--- src/rtl/instr_pkg.sv ---
// Shared instruction encoding: class codes, opcodes and encoder states.
// The control decoder imports the same package so both sides stay aligned.
package instr_pkg;

    typedef enum logic [3:0] {
        CL_R     = 4'd0,
        CL_BEQ   = 4'd1,
        CL_SRL   = 4'd2,
        CL_SLL   = 4'd3,
        CL_LOAD  = 4'd4,
        CL_STORE = 4'd5,
        CL_JUMP  = 4'd6,
        CL_IMM   = 4'd7,
        CL_SWAP  = 4'd8
    } instr_class_e;

    localparam logic [2:0] OP_R     = 3'b000;
    localparam logic [2:0] OP_BEQ   = 3'b001;
    localparam logic [2:0] OP_SRL   = 3'b010;
    localparam logic [2:0] OP_SLL   = 3'b011;
    localparam logic [2:0] OP_LOAD  = 3'b100;
    localparam logic [2:0] OP_STORE = 3'b101;
    localparam logic [2:0] OP_JUMP  = 3'b110;
    localparam logic [2:0] OP_ITYPE = 3'b111;

    localparam logic [1:0] FUNC_SWAP = 2'b10;

    typedef enum logic [1:0] {
        ST_IDLE  = 2'd0,
        ST_LOAD  = 2'd1,
        ST_DRAIN = 2'd2,
        ST_DONE  = 2'd3
    } state_e;

    typedef struct packed {
        logic       legal;
        logic [8:0] word;
    } enc_t;

    // IMM and SWAP share OP_ITYPE; the low operand bits tell them apart.
    function automatic enc_t encode(input logic [3:0] cls, input logic [5:0] opd);
        enc_t r;
        r.legal = 1'b1;
        r.word  = {OP_R, opd};
        case (cls)
            CL_R:     r.word = {OP_R, opd};
            CL_BEQ:   r.word = {OP_BEQ, opd};
            CL_SRL:   r.word = {OP_SRL, opd};
            CL_SLL:   r.word = {OP_SLL, opd};
            CL_LOAD:  r.word = {OP_LOAD, opd};
            CL_STORE: r.word = {OP_STORE, opd};
            CL_JUMP:  r.word = {OP_JUMP, opd};
            CL_IMM: begin
                r.word  = {OP_ITYPE, opd};
                r.legal = (opd[1:0] != FUNC_SWAP);
            end
            CL_SWAP:  r.word = {OP_ITYPE, opd[5:2], FUNC_SWAP};
            default:  r.legal = 1'b0;
        endcase
        return r;
    endfunction

endpackage

--- src/rtl/instr_encoder_if.sv ---
// Request side and instruction-memory write side of the encoder.
// master = program loader / memory model, slave = encoder.
interface instr_encoder_if #(parameter int AW = 8);
    logic          in_valid;
    logic          in_ready;
    logic [3:0]    in_class;
    logic [5:0]    in_operand;
    logic          in_last;
    logic          wr_en;
    logic [AW-1:0] wr_addr;
    logic [8:0]    wr_data;

    modport master (
        output in_valid, in_class, in_operand, in_last,
        input  in_ready, wr_en, wr_addr, wr_data
    );

    modport slave (
        input  in_valid, in_class, in_operand, in_last,
        output in_ready, wr_en, wr_addr, wr_data
    );
endinterface

--- src/rtl/instr_encoder_fifo.sv ---
// Synchronous DEPTH x W FIFO with flush; flush wins over push/pop.
// Latency: pushed word visible on dout the cycle after the push.
// Backpressure: push ignored when full, pop ignored when empty.
module enc_fifo #(
    parameter int DEPTH = 4,
    parameter int W     = 9
) (
    input  logic         clk,
    input  logic         rst_n,
    input  logic         push,
    input  logic         pop,
    input  logic         flush,
    input  logic [W-1:0] din,
    output logic [W-1:0] dout,
    output logic         full,
    output logic         empty
);
    localparam int PW = $clog2(DEPTH);

    logic [W-1:0] mem_q [DEPTH];
    logic [PW:0]  wr_ptr_q, wr_ptr_d;
    logic [PW:0]  rd_ptr_q, rd_ptr_d;
    logic         do_push;

    assign empty = (wr_ptr_q == rd_ptr_q);
    assign full  = (wr_ptr_q[PW] != rd_ptr_q[PW]) && (wr_ptr_q[PW-1:0] == rd_ptr_q[PW-1:0]);
    assign dout  = mem_q[rd_ptr_q[PW-1:0]];
    assign do_push = push && !full && !flush;

    always_comb begin
        wr_ptr_d = wr_ptr_q;
        rd_ptr_d = rd_ptr_q;
        if (flush) begin
            wr_ptr_d = '0;
            rd_ptr_d = '0;
        end else begin
            if (do_push)
                wr_ptr_d = wr_ptr_q + {{PW{1'b0}}, 1'b1};
            if (pop && !empty)
                rd_ptr_d = rd_ptr_q + {{PW{1'b0}}, 1'b1};
        end
    end

    always_ff @(posedge clk or negedge rst_n) begin
        if (!rst_n) begin
            wr_ptr_q <= '0;
            rd_ptr_q <= '0;
        end else begin
            wr_ptr_q <= wr_ptr_d;
            rd_ptr_q <= rd_ptr_d;
        end
    end

    always_ff @(posedge clk) begin
        if (do_push)
            mem_q[wr_ptr_q[PW-1:0]] <= din;
    end
endmodule

--- src/rtl/instr_encoder.sv ---
// Encodes symbolic instructions into 9-bit words and writes them to consecutive addresses.
// Latency: word accepted at edge N is strobed on wr_en after edge N+1; 1 word/cycle sustained.
// Backpressure: in_ready drops when FIFO full, outside LOAD, on start, or after overflow.
module instr_encoder
    import instr_pkg::*;
#(
    parameter int DEPTH = 4,
    parameter int AW    = 8
) (
    input  logic             clk,
    input  logic             rst_n,
    input  logic             start,
    instr_encoder_if.slave   bus,
    output logic             done,
    output logic             err,
    output logic             ovf
);
    state_e        state_q, state_d;
    logic [AW:0]   addr_q, addr_d;
    logic          wr_en_q, wr_en_d;
    logic [AW-1:0] wr_addr_q, wr_addr_d;
    logic [8:0]    wr_data_q, wr_data_d;
    logic          err_q, err_d;
    logic          ovf_q, ovf_d;

    enc_t          enc;
    logic          in_ready_w, accept, push, pop, flush, active, exhausted;
    logic          full, empty;
    logic [8:0]    fifo_dout;

    // addr_q carries one extra bit so a wrap past the top address is visible.
    assign exhausted  = addr_q[AW];
    assign active     = (state_q == ST_LOAD) || (state_q == ST_DRAIN);
    assign in_ready_w = (state_q == ST_LOAD) && !full && !ovf_q && !start;
    assign accept     = bus.in_valid && in_ready_w;
    assign enc        = encode(bus.in_class, bus.in_operand);
    assign push       = accept && enc.legal;
    assign pop        = active && !empty && !exhausted && !start;
    assign flush      = start || (active && exhausted);

    always_comb begin
        state_d = state_q;
        case (state_q)
            ST_IDLE, ST_DONE: if (start) state_d = ST_LOAD;
            ST_LOAD: begin
                if (start)                       state_d = ST_LOAD;
                else if (exhausted)              state_d = ST_DONE;
                else if (accept && bus.in_last)  state_d = ST_DRAIN;
            end
            ST_DRAIN: begin
                if (start)                       state_d = ST_LOAD;
                else if (exhausted || empty)     state_d = ST_DONE;
            end
            default: state_d = ST_IDLE;
        endcase

        addr_d    = addr_q;
        wr_addr_d = wr_addr_q;
        wr_data_d = wr_data_q;
        if (start) begin
            addr_d = '0;
        end else if (pop) begin
            addr_d    = addr_q + {{AW{1'b0}}, 1'b1};
            wr_addr_d = addr_q[AW-1:0];
            wr_data_d = fifo_dout;
        end
        wr_en_d = pop;
        err_d   = accept && !enc.legal;
        ovf_d   = start ? 1'b0 : (ovf_q || (active && exhausted));
    end

    always_ff @(posedge clk or negedge rst_n) begin
        if (!rst_n) begin
            state_q   <= ST_IDLE;
            addr_q    <= '0;
            wr_en_q   <= 1'b0;
            wr_addr_q <= '0;
            wr_data_q <= '0;
            err_q     <= 1'b0;
            ovf_q     <= 1'b0;
        end else begin
            state_q   <= state_d;
            addr_q    <= addr_d;
            wr_en_q   <= wr_en_d;
            wr_addr_q <= wr_addr_d;
            wr_data_q <= wr_data_d;
            err_q     <= err_d;
            ovf_q     <= ovf_d;
        end
    end

    enc_fifo #(.DEPTH(DEPTH), .W(9)) u_fifo (
        .clk   (clk),
        .rst_n (rst_n),
        .push  (push),
        .pop   (pop),
        .flush (flush),
        .din   (enc.word),
        .dout  (fifo_dout),
        .full  (full),
        .empty (empty)
    );

    assign bus.in_ready = in_ready_w;
    assign bus.wr_en    = wr_en_q;
    assign bus.wr_addr  = wr_addr_q;
    assign bus.wr_data  = wr_data_q;
    assign done         = (state_q == ST_DONE);
    assign err          = err_q;
    assign ovf          = ovf_q;
endmodule
--- src/flat_wrapper.sv ---
// flat-port wrapper written by rule: the top's interface ports become plain ports
module instr_encoder_flat import instr_pkg::*;
#(
    parameter int DEPTH = 4,
    parameter int AW    = 8
)
  (clk, rst_n, start, done, err, ovf, bus_in_valid, bus_in_class, bus_in_operand, bus_in_last, bus_in_ready, bus_wr_en, bus_wr_addr, bus_wr_data);
  instr_encoder_if #(.AW(AW)) bus_i ();
  input  logic clk;
  input  logic rst_n;
  input  logic start;
  output logic done;
  output logic err;
  output logic ovf;
  input wire logic [$bits(bus_i.in_valid)-1:0] bus_in_valid;
  input wire logic [$bits(bus_i.in_class)-1:0] bus_in_class;
  input wire logic [$bits(bus_i.in_operand)-1:0] bus_in_operand;
  input wire logic [$bits(bus_i.in_last)-1:0] bus_in_last;
  output wire logic [$bits(bus_i.in_ready)-1:0] bus_in_ready;
  output wire logic [$bits(bus_i.wr_en)-1:0] bus_wr_en;
  output wire logic [$bits(bus_i.wr_addr)-1:0] bus_wr_addr;
  output wire logic [$bits(bus_i.wr_data)-1:0] bus_wr_data;
  assign bus_i.in_valid = bus_in_valid;
  assign bus_i.in_class = bus_in_class;
  assign bus_i.in_operand = bus_in_operand;
  assign bus_i.in_last = bus_in_last;
  assign bus_in_ready = bus_i.in_ready;
  assign bus_wr_en = bus_i.wr_en;
  assign bus_wr_addr = bus_i.wr_addr;
  assign bus_wr_data = bus_i.wr_data;
  instr_encoder #(.DEPTH(DEPTH), .AW(AW)) u_core (.clk(clk), .rst_n(rst_n), .start(start), .bus(bus_i), .done(done), .err(err), .ovf(ovf));
endmodule
--- config.mk ---
export PLATFORM = sky130hd
export DESIGN_NAME = instr_encoder_flat
export DESIGN_NICKNAME = d
export VERILOG_FILES = /design/src/rtl/instr_pkg.sv /design/src/rtl/instr_encoder_if.sv /design/src/rtl/instr_encoder_fifo.sv /design/src/rtl/instr_encoder.sv /design/src/flat_wrapper.sv
export SDC_FILE = /design/constraint.sdc
export NUM_CORES = 1
export LEC_CHECK = 0
export BUFFER_PORTS_ARGS = -buffer_cell sky130_fd_sc_hd__buf_4
export CAP_MARGIN = 30
export CELL_PAD_IN_SITES_DETAIL_PLACEMENT = 0
export CELL_PAD_IN_SITES_GLOBAL_PLACEMENT = 1
export CORE_UTILIZATION = 43
export DETAILED_ROUTE_END_ITERATION = 7
export MAX_ROUTING_LAYER = met4
export PLACE_DENSITY_LB_ADDON = 0.12
export SLEW_MARGIN = 40
export SYNTH_ARGS = -nofsm -noshare
export SYNTH_HDL_FRONTEND = slang
export SYNTH_HIERARCHICAL = 1
export SYNTH_SLANG_ARGS = --single-unit
export TNS_END_PERCENT = 30
--- constraint.sdc ---
create_clock -name clk -period 2.34 [get_ports clk]
set_input_delay 0 -clock clk [delete_from_list [all_inputs] [get_ports clk]]
set_output_delay 0 -clock clk [all_outputs]
set_load 0.1 [all_outputs]
* Word level (Yosys, flattened, before mapping)
Memory sizes are Yosys's and may differ from the RTL's. A register that Yosys moved wholly into a read port is not among the register bits. Cells that the tools add are included.
Word-level totals: flip-flop bits (word level) 28, bits in latches 0, memory bits (writable) 36, bits in read-only memories 0, input bits 15, output and inout port bits 22, logic and storage cells 85, memories 1
Operators by class: add/subtract/negate cells 3, multipliers 0, div/mod/pow operators 0, magnitude comparators 0, equality and inequality tests 18, shifts and indexed selects 0, multiplexer cells 18, bitwise operators 1, reductions and logical operators 36
Memory list:
- u_core.u_fifo.mem_q | words 4, width 9, rd ports 1, clocked after Yosys merged registers in 1, write ports 1, RTL line instr_encoder_fifo.sv:20 | logic [W-1:0] mem_q [DEPTH];
Operators by type and width (number):
- $pmux W9 S8 | 1
- $mux W9 | 2
- $eq A4 B3 Y1 const B | 4
- $logic_and A1 B1 Y1 | 15
- $mux W2 | 6
- $mux W3 | 4
- $add A9 B1 Y9 const B | 1
- $eq A4 B2 Y1 const B | 2
- $logic_not A1 Y1 | 8
- $reduce_or A8 Y1 | 1
- $add A3 B1 Y3 const B | 2
- $pmux W2 S3 | 1
- $reduce_bool A2 Y1 | 3
- $eq A2 B2 Y1 const B | 2
- $eq A4 B1 Y1 const B | 1
- $eq A4 B4 Y1 const B | 1
- $logic_not A4 Y1 | 1
- $logic_or A1 B1 Y1 | 4
- $ne A2 B2 Y1 const B | 2
- $ne A4 B3 Y1 const B | 1
- $eq A3 B3 Y1 | 1
- $mux W1 | 3
- $ne A3 B3 Y1 const B | 1
- $reduce_and A3 Y1 | 1
- other kinds (8) | 8

* Depth between registers and ports, before layout
Gate-level depths: netlist of run 1.
depth in word-level cells 12, mapped depth 10, gate-level depth less buffers 9

* Hierarchy
Netlist of run 1, hierarchy kept.
Modules (own cells, without submodules):
- enc_fifo | times used 1, cells each 111, area an instance 1853.0 um^2
- instr_encoder | times used 1, cells each 127, area an instance 1481.4 um^2

* Worst setup path before layout of run 1
No wires, ideal clock.
kind reg2reg, from register u_core.u_fifo.wr_ptr_q[1], to memory u_core.u_fifo.mem_q[3][0], enable pin, data arrival time 5.408 ns, data required time 2.003 ns, setup slack -3.406 ns, stages on the path, launching flop included 11, buffers on the path 1, cell sequence dfrtp_1 -> buf_4 -> xnor2_1 -> nand2_1 -> nor2_1 -> nor4b_1 -> nand2_1 -> and3b_1 -> inv_1 -> a311oi_1 -> and2_1
On the way: word-level cells in the longest chain between the ends 12
RTL lines:
- start: declaration | RTL line instr_encoder_fifo.sv:21 | logic [PW:0] wr_ptr_q, wr_ptr_d;
- start signal: assignment | RTL line instr_encoder_fifo.sv:49 | wr_ptr_q <= wr_ptr_d;
- $eq A2 B2 Y1 | RTL line instr_encoder_fifo.sv:26 | assign full = (wr_ptr_q[PW] != rd_ptr_q[PW]) && (wr_ptr_q[PW-1:0] == rd_ptr_q[PW-1:0]);
- $logic_and A1 B1 Y1 | RTL line instr_encoder_fifo.sv:26
- named net u_core.full | RTL line instr_encoder.sv:28 | logic full, empty;
- $logic_not A1 Y1 | RTL line instr_encoder.sv:34 | assign in_ready_w = (state_q == ST_LOAD) && !full && !ovf_q && !start;
- $logic_and A1 B1 Y1 (3 in series) | RTL line instr_encoder.sv:34
- named net bus_in_ready | RTL line flat_wrapper.sv:19 | output wire logic [$bits(bus_i.in_ready)-1:0] bus_in_ready;
- $logic_and A1 B1 Y1 | RTL line instr_encoder.sv:35 | assign accept = bus.in_valid && in_ready_w;
- $logic_and A1 B1 Y1 | RTL line instr_encoder.sv:37 | assign push = accept && enc.legal;
- named net u_core.push | RTL line instr_encoder.sv:27 | logic in_ready_w, accept, push, pop, flush, active, exhausted;
- $logic_and A1 B1 Y1 (2 in series) | RTL line instr_encoder_fifo.sv:28 | assign do_push = push && !full && !flush;
- $mux W1 | RTL line instr_encoder_fifo.sv:55 | if (do_push)
- $mux W1 (not written as such) | RTL line instr_encoder_fifo.sv:56 | mem_q[wr_ptr_q[PW-1:0]] <= din;
- end: declaration | RTL line instr_encoder_fifo.sv:20
The timed path passes the listed nets, and every way through them passes these cells.

* Worst setup path after layout of run 1
from register u_core.u_fifo.wr_ptr_q[1], to memory u_core.u_fifo.mem_q[3][3], enable pin
On the way: word-level cells in the longest chain between the ends 12
RTL lines (RTL line):
- $eq A2 B2 Y1 | instr_encoder_fifo.sv:26
- $logic_and A1 B1 Y1 | instr_encoder_fifo.sv:26
- named net u_core.full | instr_encoder.sv:28
- $logic_not A1 Y1 | instr_encoder.sv:34
- $logic_and A1 B1 Y1 (3 in series) | instr_encoder.sv:34
- $logic_and A1 B1 Y1 | instr_encoder.sv:35
- $logic_and A1 B1 Y1 | instr_encoder.sv:37
- named net u_core.push | instr_encoder.sv:27
- $logic_and A1 B1 Y1 (2 in series) | instr_encoder_fifo.sv:28
- $mux W1 | instr_encoder_fifo.sv:55
- $mux W1 (not written as such) | instr_encoder_fifo.sv:56
The timed path passes the listed nets, and every way through them passes these cells.

==> results of run 1 <==
## per-stage QoR
stage / cell area, um2 / hold slack (ns) / util [%] / std cells
after floorplan: 3400 / -0.296 / - / 238
after global placement: 3880 / 0.00575 / 52.6 / 382
after detailed placement: 3880 / 0.00852 / 52.6 / 382
after CTS: 4210 / 0.00755 / 57.2 / 411
after global routing: 4250 / 0.0255 / 57.7 / 413
final: 4250 / 0.0154 / 57.7 / 413
## report_power, final
group / internal, uW / total, uW / switching, uW
Clock: 505 / 1010 / 502
Combinational: 351 / 1170 / 824
Sequential: 1440 / 1490 / 50.1
## placed cells by master (no fill, tap or decap), drive strengths merged, types with 3 or more instances in the layout
cell	instances
or3	3
nand3	6
nor4b	3
xnor2	4
nor3b	3
nand4	5
xor2	4
or4	4
a21oi	9
dlygate4sd3	7
nor2	10
nor2b	3
mux4	9
dfrtp	37
ha	9
o21ai	11
buf	59
inv	15
nand2	8
mux2	18
and2	9
clkbuf	9
clkinv	3
edfxtp	36
## worst paths after layout
path / to / slack (ns) / cells after the start
worst max-delay path: u_core/u_fifo/mem_q[3][3]$_DFFE_PP_ / 0.008 / 10
worst min-delay path: u_core/err$_DFF_PN0_ / 0.02 / 3
worst max register to register: u_core/u_fifo/mem_q[3][3]$_DFFE_PP_ / 0.008 / 10
worst min register to register: u_core/bus.wr_addr[7]$_DFFE_PN0P_ / 0.51 / 1
max in group asynchronous: u_core/u_fifo/wr_ptr_q[1]$_DFFE_PN0P_ / 1.80 / 2
min in group asynchronous: u_core/bus.wr_data[2]$_DFFE_PN0P_ / 0.16 / 2
## flip-flops by register name, indices dropped and copies added (netlist names)
register / flops
u_core/state_q: 2
u_core/u_fifo/wr_ptr_q: 3
u_core/bus.wr_data: 9
u_core/u_fifo/rd_ptr_q: 3
u_core/err: 1
u_core/bus.wr_addr: 8
u_core/ovf: 1
u_core/addr_q: 9
u_core/bus.wr_en: 1
u_core/u_fifo/mem_q: 36
## timing repair
action / in CTS / in global routing
setup endpoints to repair: 36 / 39
cloned: 4 / 0
pin swaps: 7 / 4
gates resized for setup: 6 / 5
hold buffers: 7 / 0
endpoints found under the hold margin: 63 / 0
setup buffers: 2 / 2
## layout make-up
type	instances	area [um2]	area share (%)
tap	99	124	2.91
clock inverter	7	77.6	1.83
inverter	12	45.0	1.06
multi-input combinational	147	1340	31.5
clock buffer	9	124	2.91
sequential	73	2010	47.3
timing repair buffer	66	529	12.5
## layer usage
layer / wire length (um) / track usage (%) / part of all wire [%] / vias to the layer above
met2: 2750 / 23.9 / 43 / 53
met3: 322 / 4.48 / 5.0 / 6
met5: 0 / - / 0 / -
li1: - / - / - / 1053
met1: 3300 / 26.2 / 51 / 1061
met4: 78 / 6.45 / 1.2 / 0
## cell families (layout without fill, tap and decap cells)
logic type      Yosys count  after routing  share of synthesized area [%]
xor+xnor                  8              8                           2.33
fa+ha+maj                 9              9                           3.38
flops                    73             73                           60.2
compound gates           38             38                           7.32
mux                      28             28                           12.5
buf+inv                  22             94                           3.56
simple gates             60             64                           10.8
## critical path: stages, from the launching register on
cell and delay (ns):
dfrtp_2 0.45, xnor2_4 0.16, nand2_2 0.08, nor2_2 0.05, nor4b_4 0.30, nand2_1 0.13
and3b_2 0.27, inv_2 0.05, a311oi_4 0.20, buf_6 0.16, and2_4 0.20
==> out/metrics.yaml, run 1 <==
final_layout:
  fin_nets: 333
  antennaDiodeCount: 0
  fillCellCount: 617
  drive_above_1_share_pct: 41.4
  areaGrowthSynthToFinish_pct: 27.5
clock_network:
  htreeDepth: 3
  clockBufferDepth: 2
  clockRootBuffer: "clkbuf_8"
  clock-sinks: 73
  cts_buffers: 9
  clkTransAtPathRegs_ns: 0.08
  cts_tree: "done"
  clock_latency_ns: 0.35
logic_synthesis:
  synthMostInstantiatedCell: "dfrtp_1"
  avgSynthCellArea_um2: 14.0
  yosysSeqAreaShare_pct: 60.2
  yosysWarnings: 6
  yosysTopAreaCell: "edfxtp_1"
  synth_nets: 262
  ys.flop_type: "dfrtp_1"
  syn_area_um2: 3330
  synth_cell_types: 48
  synth-seq-cells: 73
  synth_edf_count: 36
  ys_top_cells_by_count: "dfrtp_1, edfxtp_1, mux2_2"
  syn_inst: 238
  synth_top_area_share_pct: 32.4
  synth_area_leaders: "edfxtp_1, dfrtp_1, mux2_2"
  ys_async_sr_fraction_pct: 50.7
floorplanning:
  die-area_um2: 8110
  ioPinCount: 37
  core_area_um2: 7370
  die_w_um: 90.1
  num_rows: 31
  start_util_pct: 45.2
  die_h_um: 90.1
worst_setup_path:
  path_class: "reg2reg"
  critPathLaunchType: "register"
  required_ns: 2.40
  arrival_ns: 2.39
  crit_path_end_kind: "register"
  rr_startpoint: "u_core/u_fifo/wr_ptr_q[1]$_DFFE_PN0P_"
  path_max_fanout: 8
  startpoint: "u_core/u_fifo/wr_ptr_q[1]$_DFFE_PN0P_"
timing:
  rsz0062_at_grt: "yes"
  tightest_slew_ns: 0.488
  setup_viol: 0
  timing.fmax_mhz: 429
  setup_ws_ns: 0.00834
  slew_viol_final: 0
  layout_min_cycle_time_ns: 2.33
  finalCritPeriodShare_pct: 99.6
  finalHoldViolations: 0
  final.setup_skew_ns: 0.00910
  setup-tns-final_ns: 0
  relSlewSlack_pct: 67.3
run_status:
  status: "complete, no violations"
detailed_routing:
  routedWlPerCell_um: 15.6
  drc: 0
  vias: 2173
  wl_um: 6460
  drt_iter0_markers: 60
  ant_nets: 0
  routed_via_density: 5.26
  firstDrtPassIters: 4
min_path:
  hp-class: "in2reg"
  min_from: "bus_in_class[3]"
pwr:
  max-vdd-ir-drop_uv: 422
  p_per_area_nw_per_um2: 864
  finalPower_uw: 3670
  leakage_uw: 0.00175
placement:
  pre_cts_ws_ns: -0.0671
  gp_congestion: 0.782
  hpwl_um: 4220
  port_buffers: 36
global_route:
  grt_pass1_vias: 2118
  grt_pass1_wl_um: 10700
  grt_max_degree: 38
  grt_usage_pct: 17.9
  overflow: 0
  antenna_found_initial: 0
job:
  drv_cap: 0
(Power assumes the default switching activity.)
==> inputs of run 2 (changes only) <==
--- a/config.mk
+++ b/config.mk
@@ -9,7 +9,8 @@
 export CAP_MARGIN = 30
 export CELL_PAD_IN_SITES_DETAIL_PLACEMENT = 0
 export CELL_PAD_IN_SITES_GLOBAL_PLACEMENT = 1
-export CORE_UTILIZATION = 43
+export CORE_UTILIZATION = 52
+export CTS_CLUSTER_DIAMETER = 60
 export DETAILED_ROUTE_END_ITERATION = 7
 export MAX_ROUTING_LAYER = met4
 export PLACE_DENSITY_LB_ADDON = 0.12
@@ -18,4 +19,4 @@
 export SYNTH_HDL_FRONTEND = slang
 export SYNTH_HIERARCHICAL = 1
 export SYNTH_SLANG_ARGS = --single-unit
-export TNS_END_PERCENT = 30
+export TNS_END_PERCENT = 1
==> constraint.sdc (replaced) <==
create_clock -name clk -period 2.8 [get_ports clk]
set_input_delay 0 -clock clk [delete_from_list [all_inputs] [get_ports clk]]
set_output_delay 0 -clock clk [all_outputs]
set_load 0.1 [all_outputs]
==> run 2 against run 1 <==
Final area decreased by 5.2%. Critical path type unchanged. Critical endpoint is now u_core/u_fifo/mem_q[3][5]$_DFFE_PP_. First-iteration DRC count increased by 93%. Hold slack improved by 0.015 ns. Register-to-register slack improved by 0.32 ns.
==> out/metrics.yaml, run 2 (synthesis results as in run 1) <==
clock_network:
  clockRootBuffer: "clkbuf_8"
  post_cts_buffers: 0  # -2
  htreeDepth: 3  # unchanged
  cts_tree: "done"
  cts_buffers: 9  # unchanged
  clock-sinks: 73  # unchanged
  clockBufferDepth: 2  # unchanged
  clock_latency_ns: 0.34  # about the same
  cts_resized: 0  # -6
  clkTransAtPathRegs_ns: 0.08  # about the same
global_route:
  grt_pass1_vias: 1947  # -8.1%
  grt_usage_pct: 21.6  # +3.7 points
  antenna_found_initial: 0  # unchanged
  overflow: 0  # unchanged
  grt_pass1_wl_um: 10100  # -5.4%
  grt_max_degree: 38  # unchanged
worst_setup_path:
  crit_path_end: "u_core/u_fifo/mem_q[3][5]$_DFFE_PP_"
  path_cells: "xnor2_4, nand2_2, nor2_2, nor4b_4, nand2_1, and3b_2, inv_2, a311oi_2, and2_4"
  r2r_slack_ns: 0.33  # +0.32 ns
  crit_path_end_kind: "register"
  arrival_ns: 2.50  # +0.11 ns
  critPathLaunchType: "register"
  slowest_delay_ns: 0.44  # about the same
  startpoint: "u_core/u_fifo/rd_ptr_q[1]$_DFFE_PN0P_"
  rr_startpoint: "u_core/u_fifo/rd_ptr_q[1]$_DFFE_PN0P_"
  path_class: "reg2reg"
  path_max_fanout: 9  # +1
  required_ns: 2.83  # +0.43 ns
  slowest_stage: "dfrtp_1"
  reg2reg_to: "u_core/u_fifo/mem_q[3][5]$_DFFE_PP_"
  reg2reg_depth: 9  # -1
detailed_routing:
  vias: 2095  # -3.6%
  firstDrtPassIters: 4  # unchanged
  ant_nets: 0  # unchanged
  routed_via_density: 5.63  # +7.0%
  wl_um: 6180  # -4.2%
  routedWlPerCell_um: 16.6  # +6.3%
  drt_iter0_markers: 116  # +93%
  drc: 0  # unchanged
final_layout:
  largest_reg_flops: 36  # unchanged
  fin_nets: 316  # -5.1%
  areaGrowthSynthToFinish_pct: 20.9
  final_common_cell: "buf_4"
  drive_above_1_share_pct: 36.0  # -5.4 points
  fillCellCount: 457  # -26%
  antennaDiodeCount: 0  # unchanged
  final_cell_area_um2: 4030  # -5.2%
  final_cell_mix: "buf_4, edfxtp_1, dfrtp_1"
min_path:
  hp-class: "in2reg"
timing:
  finalCritPeriodShare_pct: 88.3  # -11 points
  finalHoldViolations: 0  # unchanged
  timing.fmax_mhz: 404  # -5.7%
  rsz0062_at_grt: "no"
  setup_viol: 0  # unchanged
  final.setup_skew_ns: 0.0152  # +0.00611 ns
  slew_viol_final: 0  # unchanged
  tightest_slew_ns: 0.514  # +0.0256 ns
  layout_min_cycle_time_ns: 2.47  # +0.141 ns
  relSlewSlack_pct: 65.4  # -2.0 points
floorplanning:
  core_area_um2: 6060  # -18%
  num_rows: 28  # -9.7%
  die-area_um2: 6740  # -17%
  start_util_pct: 55.0  # +9.8 points
  die_w_um: 82.1  # -8.9%
  ioPinCount: 37  # unchanged
  die_h_um: 82.1  # -8.9%
placement:
  gp_congestion: 0.848  # +8.5%
  port_buffers: 36  # unchanged
  hpwl_um: 4160  # -1.3%
  place_area_um2: 3770  # -2.8%
job:
  drv_cap: 0  # unchanged
pwr:
  finalPower_uw: 2990  # -19%
  max-vdd-ir-drop_uv: 594  # +41%
  leakage_uw: 0.00165  # -5.5%
  p_per_area_nw_per_um2: 741  # -14%
run_status:
  status: "complete, no violations"
run 2: worst min-delay path by stage:
stage,depth (start not counted),to,start,slack [ns]
floorplan,0,u_core/addr_q[0]$_DFFE_PN0P_,rst_n,-0.30
global placement,1,u_core/bus.wr_data[2]$_DFFE_PN0P_,rst_n,0.0004
detailed placement,1,u_core/bus.wr_data[2]$_DFFE_PN0P_,rst_n,0.006
CTS,3,u_core/err$_DFF_PN0_,bus_in_class[2],0.01
global route,2,u_core/u_fifo/mem_q[3][1]$_DFFE_PP_,bus_in_operand[1],0.02
finish,3,u_core/err$_DFF_PN0_,bus_in_class[2],0.03
run 2: what timing repair did:
item                       CTS  global route
setup endpoints to repair    0             0
hold buffers                 7             0
hold endpoints to repair    63             0
run 2: cell type report:
cell class / count / area (um2) / share of cell area (%)
clock inverter: 6 / 67.6 / 1.68
clock buffer: 10 / 128 / 3.17
multi-input combinational: 143 / 1270 / 31.6
tap: 75 / 93.8 / 2.33
inverter: 12 / 45.0 / 1.12
timing repair buffer: 53 / 415 / 10.3
sequential: 73 / 2010 / 49.8
run 2: layer usage:
layer  wire length (um)  global-route usage, %  vias up
met1               2980                   31.0     1010
met4                 42                   6.84        0
li1                   -                      -     1011
met3                298                   6.00        4
met5                  0                      -        -
met2               2870                   29.6       70
run 2: power by group:
part	switching [uW]	internal (uW)	total, uW
Clock	390	414	805
Combinational	676	258	934
Sequential	46.0	1200	1250
run 2: worst max-delay path: cells and delay by family (launching register included):
family / cells / cell delay (ns)
AO/OA/AOI/OAI: 1 / 0.30
XOR/XNOR: 1 / 0.20
buffers and inverters: 1 / 0.06
flip-flops: 1 / 0.44
AND/OR/NAND/NOR: 6 / 1.15
run 2: per-stage QoR:
step | worst slack (ns) | util [%] | cells | hold slack [ns] | TNS (ns)
after floorplan | -0.467 | - | 238 | -0.296 | -16.99
after global placement | 0.406 | 62.1 | 349 | 0.000427 | 0
after detailed placement | 0.333 | 62.1 | 349 | 0.00566 | 0
after CTS | 0.332 | 66.5 | 372 | 0.0131 | 0
after global routing | 0.199 | 66.5 | 372 | 0.0210 | 0
final | 0.327 | 66.5 | 372 | 0.0300 | 0
==> inputs of run 3 (changes only) <==
--- a/config.mk
+++ b/config.mk
@@ -9,7 +9,7 @@
 export CAP_MARGIN = 30
 export CELL_PAD_IN_SITES_DETAIL_PLACEMENT = 0
 export CELL_PAD_IN_SITES_GLOBAL_PLACEMENT = 1
-export CORE_UTILIZATION = 52
+export CORE_UTILIZATION = 48
 export CTS_CLUSTER_DIAMETER = 60
 export DETAILED_ROUTE_END_ITERATION = 7
 export MAX_ROUTING_LAYER = met4
==> constraint.sdc (replaced) <==
create_clock -name clk -period 2.35 [get_ports clk]
set_input_delay 0 -clock clk [delete_from_list [all_inputs] [get_ports clk]]
set_output_delay 0 -clock clk [all_outputs]
set_load 0.1 [all_outputs]
==> run 3 against run 2 <==
Combinational power grew 26%. Cell count grew 5.6%. Clock power grew 21%. Sequential cell count is the same. Final area grew 4.2%. Critical path depth grew 1. Setup slack lost 0.30 ns. Largest cell class unchanged. Largest power group unchanged.
==> out/metrics.yaml, run 3 (synthesis results as in run 1) <==
run_status:
  status: "complete, no violations"
clock_network:
  htreeDepth: 3  # unchanged
  clock_latency_ns: 0.35  # about the same
  cts_buffers: 9  # unchanged
  clock-sinks: 73  # unchanged
  clkTransAtPathRegs_ns: 0.07  # about the same
  clockRootBuffer: "clkbuf_8"
  clockBufferDepth: 2  # unchanged
  cts_tree: "done"
floorplanning:
  die-area_um2: 7280  # +8.1%
  ioPinCount: 37  # unchanged
  start_util_pct: 49.4  # -5.7 points
  num_rows: 30  # +7.1%
  die_w_um: 85.3  # +4.0%
  core_area_um2: 6760  # +11%
  die_h_um: 85.3  # +4.0%
worst_setup_path:
  r2r_slack_ns: 0.03  # -0.30 ns
  critPathLaunchType: "register"
  crit_path_end_kind: "register"
  cp_top_family: "simple AND/OR/NAND/NOR gates"
  slowest_stage: "dfrtp_2"
  rr_startpoint: "u_core/u_fifo/wr_ptr_q[1]$_DFFE_PN0P_"
  startpoint: "u_core/u_fifo/wr_ptr_q[1]$_DFFE_PN0P_"
  cp_num_buf_inv: 2  # +1
  required_ns: 2.40  # -0.43 ns
  path_cells: "xnor2_4, nand2_2, nor2_2, nor4b_4, nand2_1, and3b_2, inv_2, a311oi_4, buf_4, and2_4"
  slowest_delay_ns: 0.45  # about the same
  arrival_ns: 2.37  # -0.13 ns
  path_class: "reg2reg"
  path_max_fanout: 5  # -4
placement:
  place_area_um2: 3850  # +2.3%
  gp_congestion: 0.849  # +0.21%
  dp_cells: 363  # +4.0%
  hpwl_um: 4420  # +6.1%
  port_buffers: 36  # unchanged
job:
  drv_cap: 0  # unchanged
detailed_routing:
  drt_iter0_markers: 93  # -20%
  vias: 2217  # +5.8%
  routed_via_density: 5.64  # +0.17%
  wl_um: 6820  # +10%
  firstDrtPassIters: 5  # +1
  routedWlPerCell_um: 17.3  # +4.4%
  ant_nets: 0  # unchanged
  drc: 0  # unchanged
global_route:
  antenna_found_initial: 0  # unchanged
  grt_pass1_wl_um: 10700  # +6.3%
  overflow: 0  # unchanged
  grt_usage_pct: 20.5  # -1.1 points
  grt_pass1_vias: 2180  # +12%
  grt_max_degree: 38  # unchanged
final_layout:
  final_util_pct: 62.2  # -4.3 points
  final_common_cell: "buf_4"
  areaGrowthSynthToFinish_pct: 26.0
  antennaDiodeCount: 0  # unchanged
  final_cell_mix: "buf_4, edfxtp_1, dfrtp_1"
  drive_above_1_share_pct: 40.6  # +4.5 points
  fin_cells: 393  # +5.6%
  fin_nets: 332  # +5.1%
  largest_reg_flops: 36  # unchanged
  final_cell_area_um2: 4200  # +4.2%
timing:
  relSlewSlack_pct: 65.2  # -0.14 points
  finalHoldViolations: 0  # unchanged
  final.setup_skew_ns: 0.00969  # -0.00552 ns
  setup_viol: 0  # unchanged
  layout_min_cycle_time_ns: 2.32  # -0.153 ns
  rsz0062_at_grt: "yes"
  slew_viol_final: 0  # unchanged
  tightest_slew_ns: 0.516  # +0.00215 ns
  whs_ns: 0.0128  # -0.0172 ns
  timing.fmax_mhz: 431  # +6.6%
  finalCritPeriodShare_pct: 98.7  # +10 points
min_path:
  min_from: "bus_in_class[3]"
  hp-class: "in2reg"
pwr:
  comb_power_share_pct: 32.4  # +1.2 points
  switching_share_pct: 37.4  # +0.16 points
  leakage_uw: 0.00173  # +4.7%
  power.share.sequential_pct: 40.9  # -0.9 points
  p_int_uw: 2280  # +22%
  clkPwrFrac_pct: 26.8  # about the same
  p_per_area_nw_per_um2: 868  # +17%
  p_sw_uw: 1360  # +23%
  max-vdd-ir-drop_uv: 295  # -50%
-- run 3: power groups by stage --
stage                     Clock (uW)  Combinational, uW  Sequential, uW
after CTS                        998               1170            1490
after global routing            1050               1240            1500
after global placement             0               1150            1510
final                            976               1180            1490
after floorplan                    0                393            1990
after detailed placement           0               1160            1520
-- run 3: timing repair --
| item | in CTS | in global routing |
|---|---|---|
| setup buffers | 0 | 3 |
| gates resized for setup | 1 | 9 |
| hold buffers | 7 | 0 |
| cloned | 0 | 4 |
| endpoints found under the setup margin | 31 | 39 |
| hold endpoints to repair | 63 | 0 |
| pin swaps | 0 | 9 |
-- run 3: path summary, 6_finish.rpt --
kind	to	depth (start not counted)
setup / recovery	u_core/u_fifo/mem_q[0][0]$_DFFE_PP_	10
hold / removal	u_core/err$_DFF_PN0_	3
setup reg to reg	u_core/u_fifo/mem_q[0][0]$_DFFE_PP_	10
hold reg to reg	u_core/bus.wr_data[2]$_DFFE_PN0P_	1
max in group asynchronous	u_core/u_fifo/rd_ptr_q[1]$_DFFE_PN0P_	2
min in group asynchronous	u_core/bus.wr_data[7]$_DFFE_PN0P_	2
-- run 3: layout make-up --
| type | count | area, um2 |
|---|---|---|
| fill | 545 | 2550 |
| clock inverter | 6 | 67.6 |
| multi-input combinational | 147 | 1330 |
| sequential | 73 | 2010 |
| timing repair buffer | 65 | 518 |
| clock buffer | 10 | 128 |
| inverter | 12 | 45.0 |
| tap | 80 | 100 |
-- run 3: through the flow --
stage	setup TNS, ns	worst slack (ns)	power [uW]
floorplan	-34.54	-0.917	2380
global placement	0	0.0703	2660
detailed placement	-0.154	-0.00812	2680
CTS	0	0.00627	3660
global route	-1.29	-0.0481	3790
finish	0	0.0303	3650
-- run 3: metal layers --
layer	up-vias	track usage (%)	wire length, um
li1	1041	-	-
met5	-	-	0
met2	65	31.0	3300
met4	0	8.64	64
met3	6	4.28	320
met1	1105	27.1	3140
-- run 3: tightest hold or removal path, delay by kind of cell --
kind	cells	cell delay, ns
buffers and inverters	1	0.13
AOI/OAI and AO/OA	2	0.19
